<file path="config.mk">
export PLATFORM = sky130hd
export DESIGN_NAME = subtractor_core
export DESIGN_NICKNAME = d
export VERILOG_FILES = /design/src/rtl/subtractor_core.sv
export SDC_FILE = /design/constraint.sdc
export NUM_CORES = 1
export LEC_CHECK = 0
export BUFFER_PORTS_ARGS = -buffer_cell sky130_fd_sc_hd__buf_2
export CAP_MARGIN = 0
export CELL_PAD_IN_SITES_DETAIL_PLACEMENT = 1
export CELL_PAD_IN_SITES_GLOBAL_PLACEMENT = 1
export CORE_AREA = 2 2 39 41
export DETAILED_ROUTE_END_ITERATION = 16
export DIE_AREA = 0 0 41 43
export GPL_TIMING_DRIVEN = 0
export PLACE_DENSITY_LB_ADDON = 0.12
export SLEW_MARGIN = 10
export SYNTH_ARGS = -nofsm -noshare
export SYNTH_HDL_FRONTEND = slang
export SYNTH_SLANG_ARGS = --single-unit
export TNS_END_PERCENT = 5
</file>
<file path="constraint.sdc">
create_clock -name clk -period 0.85 [get_ports clk]
set_input_delay 0 -clock clk [delete_from_list [all_inputs] [get_ports clk]]
set_output_delay 0 -clock clk [all_outputs]
set_load 0.02 [all_outputs]
</file>
<file path="src/rtl/subtractor_core.sv">
// -----------------------------------------------------------------------------
// subtractor_core
//
// Registered unsigned subtractor. Computes A - B (- bin) through a ripple chain
// of 1-bit subtractor slices and registers the difference, the borrow-out, a
// zero flag and the two's-complement overflow flag. Latency is one cycle and a
// new operation can be accepted every cycle.
//
// Parameters:
//   WIDTH       operand / difference width in bits, 1..64.
//
// Ports:
//   clk         rising-edge clock
//   rst         synchronous reset, active-high (wins over in_valid)
//   in_valid    operands valid this cycle
//   A           minuend, unsigned
//   B           subtrahend, unsigned
//   bin         borrow-in (only when SUBTRACTOR_BORROW_IN_EN is defined)
//   Difference  registered (A - B - bin) mod 2^WIDTH
//   Borrow      registered borrow-out of the MSB slice
//   Zero        registered, 1 when the captured Difference is all zeros
//   Overflow    registered signed overflow of the MSB slice
//   out_valid   registered, a result was captured on the previous edge
//
// Build option:
//   SUBTRACTOR_BORROW_IN_EN  adds the bin port and turns slice 0 into a full
//                            subtractor. Undefined: slice 0 is a half
//                            subtractor and the borrow into it is 0.
// -----------------------------------------------------------------------------
module subtractor_core #(
  parameter int unsigned WIDTH = 1
) (
  input  logic             clk,
  input  logic             rst,
  input  logic             in_valid,
  input  logic [WIDTH-1:0] A,
  input  logic [WIDTH-1:0] B,
`ifdef SUBTRACTOR_BORROW_IN_EN
  input  logic             bin,
`endif
  output logic [WIDTH-1:0] Difference,
  output logic             Borrow,
  output logic             Zero,
  output logic             Overflow,
  output logic             out_valid
);

  // borrow[i] is the borrow into slice i; borrow[WIDTH] leaves the MSB slice.
  logic [WIDTH:0]   borrow;
  logic [WIDTH-1:0] diff_comb;

  // ---------------------------------------------------------------------------
  // Slice 0: full subtractor fed by bin, or a half subtractor with no borrow-in.
  // ---------------------------------------------------------------------------
`ifdef SUBTRACTOR_BORROW_IN_EN
  assign borrow[0]    = bin;
  assign diff_comb[0] = A[0] ^ B[0] ^ borrow[0];
  assign borrow[1]    = (~A[0] & B[0]) | (~(A[0] ^ B[0]) & borrow[0]);
`else
  assign borrow[0]    = 1'b0;
  assign diff_comb[0] = A[0] ^ B[0];
  assign borrow[1]    = ~A[0] & B[0];
`endif

  // ---------------------------------------------------------------------------
  // Slices 1..WIDTH-1: full subtractors rippling the borrow upward.
  // ---------------------------------------------------------------------------
  for (genvar i = 1; i < WIDTH; i++) begin : g_slice
    assign diff_comb[i] = A[i] ^ B[i] ^ borrow[i];
    assign borrow[i+1]  = (~A[i] & B[i]) | (~(A[i] ^ B[i]) & borrow[i]);
  end

  // ---------------------------------------------------------------------------
  // Result registers
  // ---------------------------------------------------------------------------
  logic [WIDTH-1:0] diff_d,  diff_q;
  logic             borrow_d, borrow_q;
  logic             zero_d,   zero_q;
  logic             ovf_d,    ovf_q;
  logic             valid_d,  valid_q;

  // NOTE: every next-state signal gets a default (the held value) before any
  // conditional update, so this block can never infer a latch.
  always_comb begin
    diff_d   = diff_q;
    borrow_d = borrow_q;
    zero_d   = zero_q;
    ovf_d    = ovf_q;
    valid_d  = 1'b0;
    // Only touch the result when operands are valid, so garbage on A/B during
    // idle cycles never reaches the held outputs.
    if (in_valid) begin
      diff_d   = diff_comb;
      borrow_d = borrow[WIDTH];
      zero_d   = (diff_comb == '0);
      // Signed overflow: carries into and out of the MSB slice disagree.
      ovf_d    = borrow[WIDTH] ^ borrow[WIDTH-1];
      valid_d  = 1'b1;
    end
  end

  // NOTE: state registers use non-blocking assignments so every flop samples
  // the pre-edge value of its inputs regardless of process ordering.
  always_ff @(posedge clk) begin
    if (rst) begin
      diff_q   <= '0;
      borrow_q <= 1'b0;
      zero_q   <= 1'b0;
      ovf_q    <= 1'b0;
      valid_q  <= 1'b0;
    end else begin
      diff_q   <= diff_d;
      borrow_q <= borrow_d;
      zero_q   <= zero_d;
      ovf_q    <= ovf_d;
      valid_q  <= valid_d;
    end
  end

  assign Difference = diff_q;
  assign Borrow     = borrow_q;
  assign Zero       = zero_q;
  assign Overflow   = ovf_q;
  assign out_valid  = valid_q;

endmodule

</file>
# Word level (Yosys, flattened, before mapping)
# Cells that the tools add are included.
[word_totals]
output_inout_bits = 5
word_cells = 9
in_bits = 5
register_bits = 4
[op_classes]
mux = 1
bitwise = 4
[op_table]
columns = ["cell", "n"]
rows = [
  ["$not 1->1", 2],
  ["$and 1x1->1", 1],
  ["$mux 1", 1],
  ["$xor 1x1->1", 1],
]

# Longest topological paths before layout
[depth]
ltp_word = 2
depth_mapped = 4

# Worst setup path after synthesis
# Ideal clock, no wire load.
[synth_timing]
kind = "reg2reg"
startpoint = "register Difference (netlist name)"
endpoint = "register diff_q (netlist: Difference)"
synth_period_minus_slack_ns = 0.710
setup_slack_ns = 0.140
path_stages_with_launch = 3
arrival_ns = 0.624
t_required_ns = 0.764
setup_time_ns = 0.086
path_cell_list = "dfxtp_1 > nor2_1 > a211oi_1"
[synth_lines]
columns = ["item", "line", "text"]
rows = [
  ["end signal, assigned", "112", "diff_q <= diff_d;"],
  ["end, declared", "76", "logic [WIDTH-1:0] diff_d, diff_q;"],
]

# Worst setup path in the final report
[layout_timing]
startpoint = "register ovf_q (netlist: Overflow)"
endpoint = "output Overflow"
[layout_lines]
columns = ["item", "line", "text"]
rows = [
  ["start, declared", "79", "logic ovf_d, ovf_q;"],
  ["start signal, assigned", "115", "ovf_q <= ovf_d;"],
  ["end, declared", "44", "output logic Overflow,"],
]
# No word-level cell between the ends.

==> flow_metrics.env <==
export IMPL_drtAntennaViolNets=0
export IMPL_worstReg2RegStart="Overflow"
export IMPL_cp_end_kind="output port"
export IMPL_routabilityCongestion=0.646
export IMPL_start_kind="register"
export IMPL_worst_slew_pin_slew_ns=0.161
export IMPL_fin_hold_ws_ns=0.0364
export IMPL_nNetsFinal=35
export IMPL_cellPowerDensity_mw_per_mm2=2050
export IMPL_arrival_ns=0.80
export IMPL_rrSetupSlack_ns=0.25
export IMPL_synth_cell_types=8
export IMPL_ys_warnings_count=0
export IMPL_dp_hpwl_um=271
export IMPL_die_x_um=41
export IMPL_yosysTopAreaCellShare=0.538
export IMPL_grtUsageTotal=0.0633
export IMPL_antenna_found_initial=0
export IMPL_slew_headroom=0.892
export IMPL_cp_max_fo=3
export IMPL_core_area_mm2=0.00138
export IMPL_netlist_instances=14
export IMPL_num_io_pins=10
export IMPL_synth_area_um2=149
export IMPL_max_cap_violations=0
export IMPL_status="finished, final reports clean"
export IMPL_h_tree_depth=1
export IMPL_clockBufferDepth=2
export IMPL_drtIter0Drc=0
export IMPL_grt_pass1_vias=142
export IMPL_routed_wl_um=365
export IMPL_cts_sink_count=4
export IMPL_final_area_um2=254
export IMPL_routedWlPerCell_um=8.49
export IMPL_area_growth_pct=70.6
export IMPL_min_path_type="in2reg"
export IMPL_placed_area_um2=214
export IMPL_rows=14
export IMPL_critPathSlowestCell="dfxtp_2"
export IMPL_start_util=0.108
export IMPL_finClkSkew_ns=0
export IMPL_root_buffer="clkbuf_4"
export IMPL_crit_path_max_incr_delay_ns=0.32
export IMPL_fp_dieH_um=43
export IMPL_synth_nets=20
export IMPL_dp_slack_ns=0.128
export IMPL_numCtsBuffers=3
export IMPL_grt_pass1_wl_um=614
export IMPL_ir_drop_mv=0.499
export IMPL_cts_clk_slew_worst_paths_ns=0.04
export IMPL_synth_area_per_cell_um2=10.6
export IMPL_hold_viol=0
export IMPL_vias=143
export IMPL_cp_startpoint="Overflow"
export IMPL_final_cells=43
export IMPL_setup_violations=0
export IMPL_diodes=0
export IMPL_drc=0
export IMPL_worstPathCellList="buf_4 -> buf_6"
export IMPL_drtPass1Iterations=1
export IMPL_ys_seq_area_frac=0.538
export IMPL_yosys_register_bits=4
export IMPL_period_needed_ns=0.795
export IMPL_avgViaCountPerCell=3.33
export IMPL_required_ns=0.85
export IMPL_fp_dieArea_mm2=0.00176
export IMPL_min_period_over_period=0.936
export IMPL_cellLeakagePower_nw=0.132
export IMPL_drv_slew=0
export IMPL_crit_type="reg2out"
export IMPL_r2r_cells=2
export IMPL_clk_latency_ns=0.23
export IMPL_grt_overflow=0
export IMPL_rsz0062_at_grt="no"
export IMPL_place_inst=39
export IMPL_cts_tree="done"
export IMPL_grt_max_degree=6
export IMPL_r2r_end="Overflow"
export IMPL_crit_path_end="Overflow"
export IMPL_drive_gt1_frac=0.519
export IMPL_final_setup_tns_ns=0
export IMPL_synth_top_area_cell="dfxtp_1"
export IMPL_setup_slack_ns=0.0546
export IMPL_fmax_ghz=1.26
export IMPL_ys_top_cells_by_area="dfxtp_1 54%, mux2i_1 13%, ha_1 8.4%"
export IMPL_port_buffers=9
[worst min-delay path by stage]
stage	startpoint	to	cells past startpoint
detailed placement	rst	out_valid	2
CTS	in_valid	Difference	2
global route	in_valid	Difference	2
finish	in_valid	Difference	2
global placement	rst	Overflow	2
floorplan	rst	out_valid	1
[logic make-up after synthesis]
family	after synthesis	synth area share
simple gates	4	0.118
flops	4	0.538
buf+inv	2	0.0756
mux	2	0.134
compound gates	1	0.0504
fa+ha+maj	1	0.0840
[layout make-up]
| type | count | area [µm²] |
|---|---|---|
| Multi-Input combinational cell | 8 | 57.6 |
| Sequential cell | 4 | 81.3 |
| Fill cell | 171 | 1130 |
| Buffer | 1 | 7.51 |
| Inverter | 1 | 3.75 |
| Tap cell | 16 | 20.0 |
| Timing Repair Buffer | 10 | 61.3 |
| Clock buffer | 3 | 22.5 |
[repair_timing]
action,in CTS,in global routing
setup endpoints to repair,0,1
buffers inserted,0,0
resized for setup,0,3
hold endpoints to repair,4,0
hold buffers,1,0
[through the flow]
step / util / power [mW]
2_1_floorplan: - / 0.247
3_3_place_gp: 0.155 / 0.278
3_5_place_dp: 0.155 / 0.279
4_1_cts: 0.178 / 0.528
5_1_grt: 0.184 / 0.566
6_report: 0.184 / 0.521
[routing by layer]
| metal | track usage | routed length (µm) |
|---|---|---|
| met1 | 0.0579 | 138 |
| met2 | 0.0656 | 157 |
| met3 | 0.0942 | 69 |
| met4 | 0.0400 | 0 |
| met5 | 0 | 0 |
[critical path: cells and delay by family (launching register included)]
kind	cells	cell delay (ns)
buf+inv	2	0.24
flops	1	0.32
[layout by cell type, fill, tap and decap left out]
| cell | count |
|---|---|
| a211oi_1 | 1 |
| buf_2 | 8 |
| buf_4 | 1 |
| buf_6 | 1 |
| clkbuf_4 | 3 |
| dfxtp_1 | 3 |
| dfxtp_2 | 1 |
| dlygate4sd3_1 | 1 |
| ha_1 | 1 |
| inv_1 | 1 |
| mux2i_1 | 2 |
| nor2_1 | 3 |
| nor2b_1 | 1 |
[sequential cells by signal, summed over array words and instances (netlist names)]
register / flops
Zero: 1
out_valid: 1
Overflow: 1
Difference: 1
[synthesized netlist by cell type]
| cell type | number |
|---|---|
| dfxtp_1 | 4 |
| nor2_1 | 3 |
| mux2i_1 | 2 |
| a211oi_1 | 1 |
| buf_4 | 1 |
| ha_1 | 1 |
| inv_1 | 1 |
| nor2b_1 | 1 |
[where the power goes]
part / switching [mW] / internal, mW / leakage [nW] / total, mW
Combinational: 0.0405 / 0.0350 / 0.0851 / 0.0755
Sequential: 0.00471 / 0.201 / 0.0335 / 0.206
Clock: 0.0816 / 0.158 / 0.0138 / 0.240
Note: power is estimated with default switching activity, not from simulation.
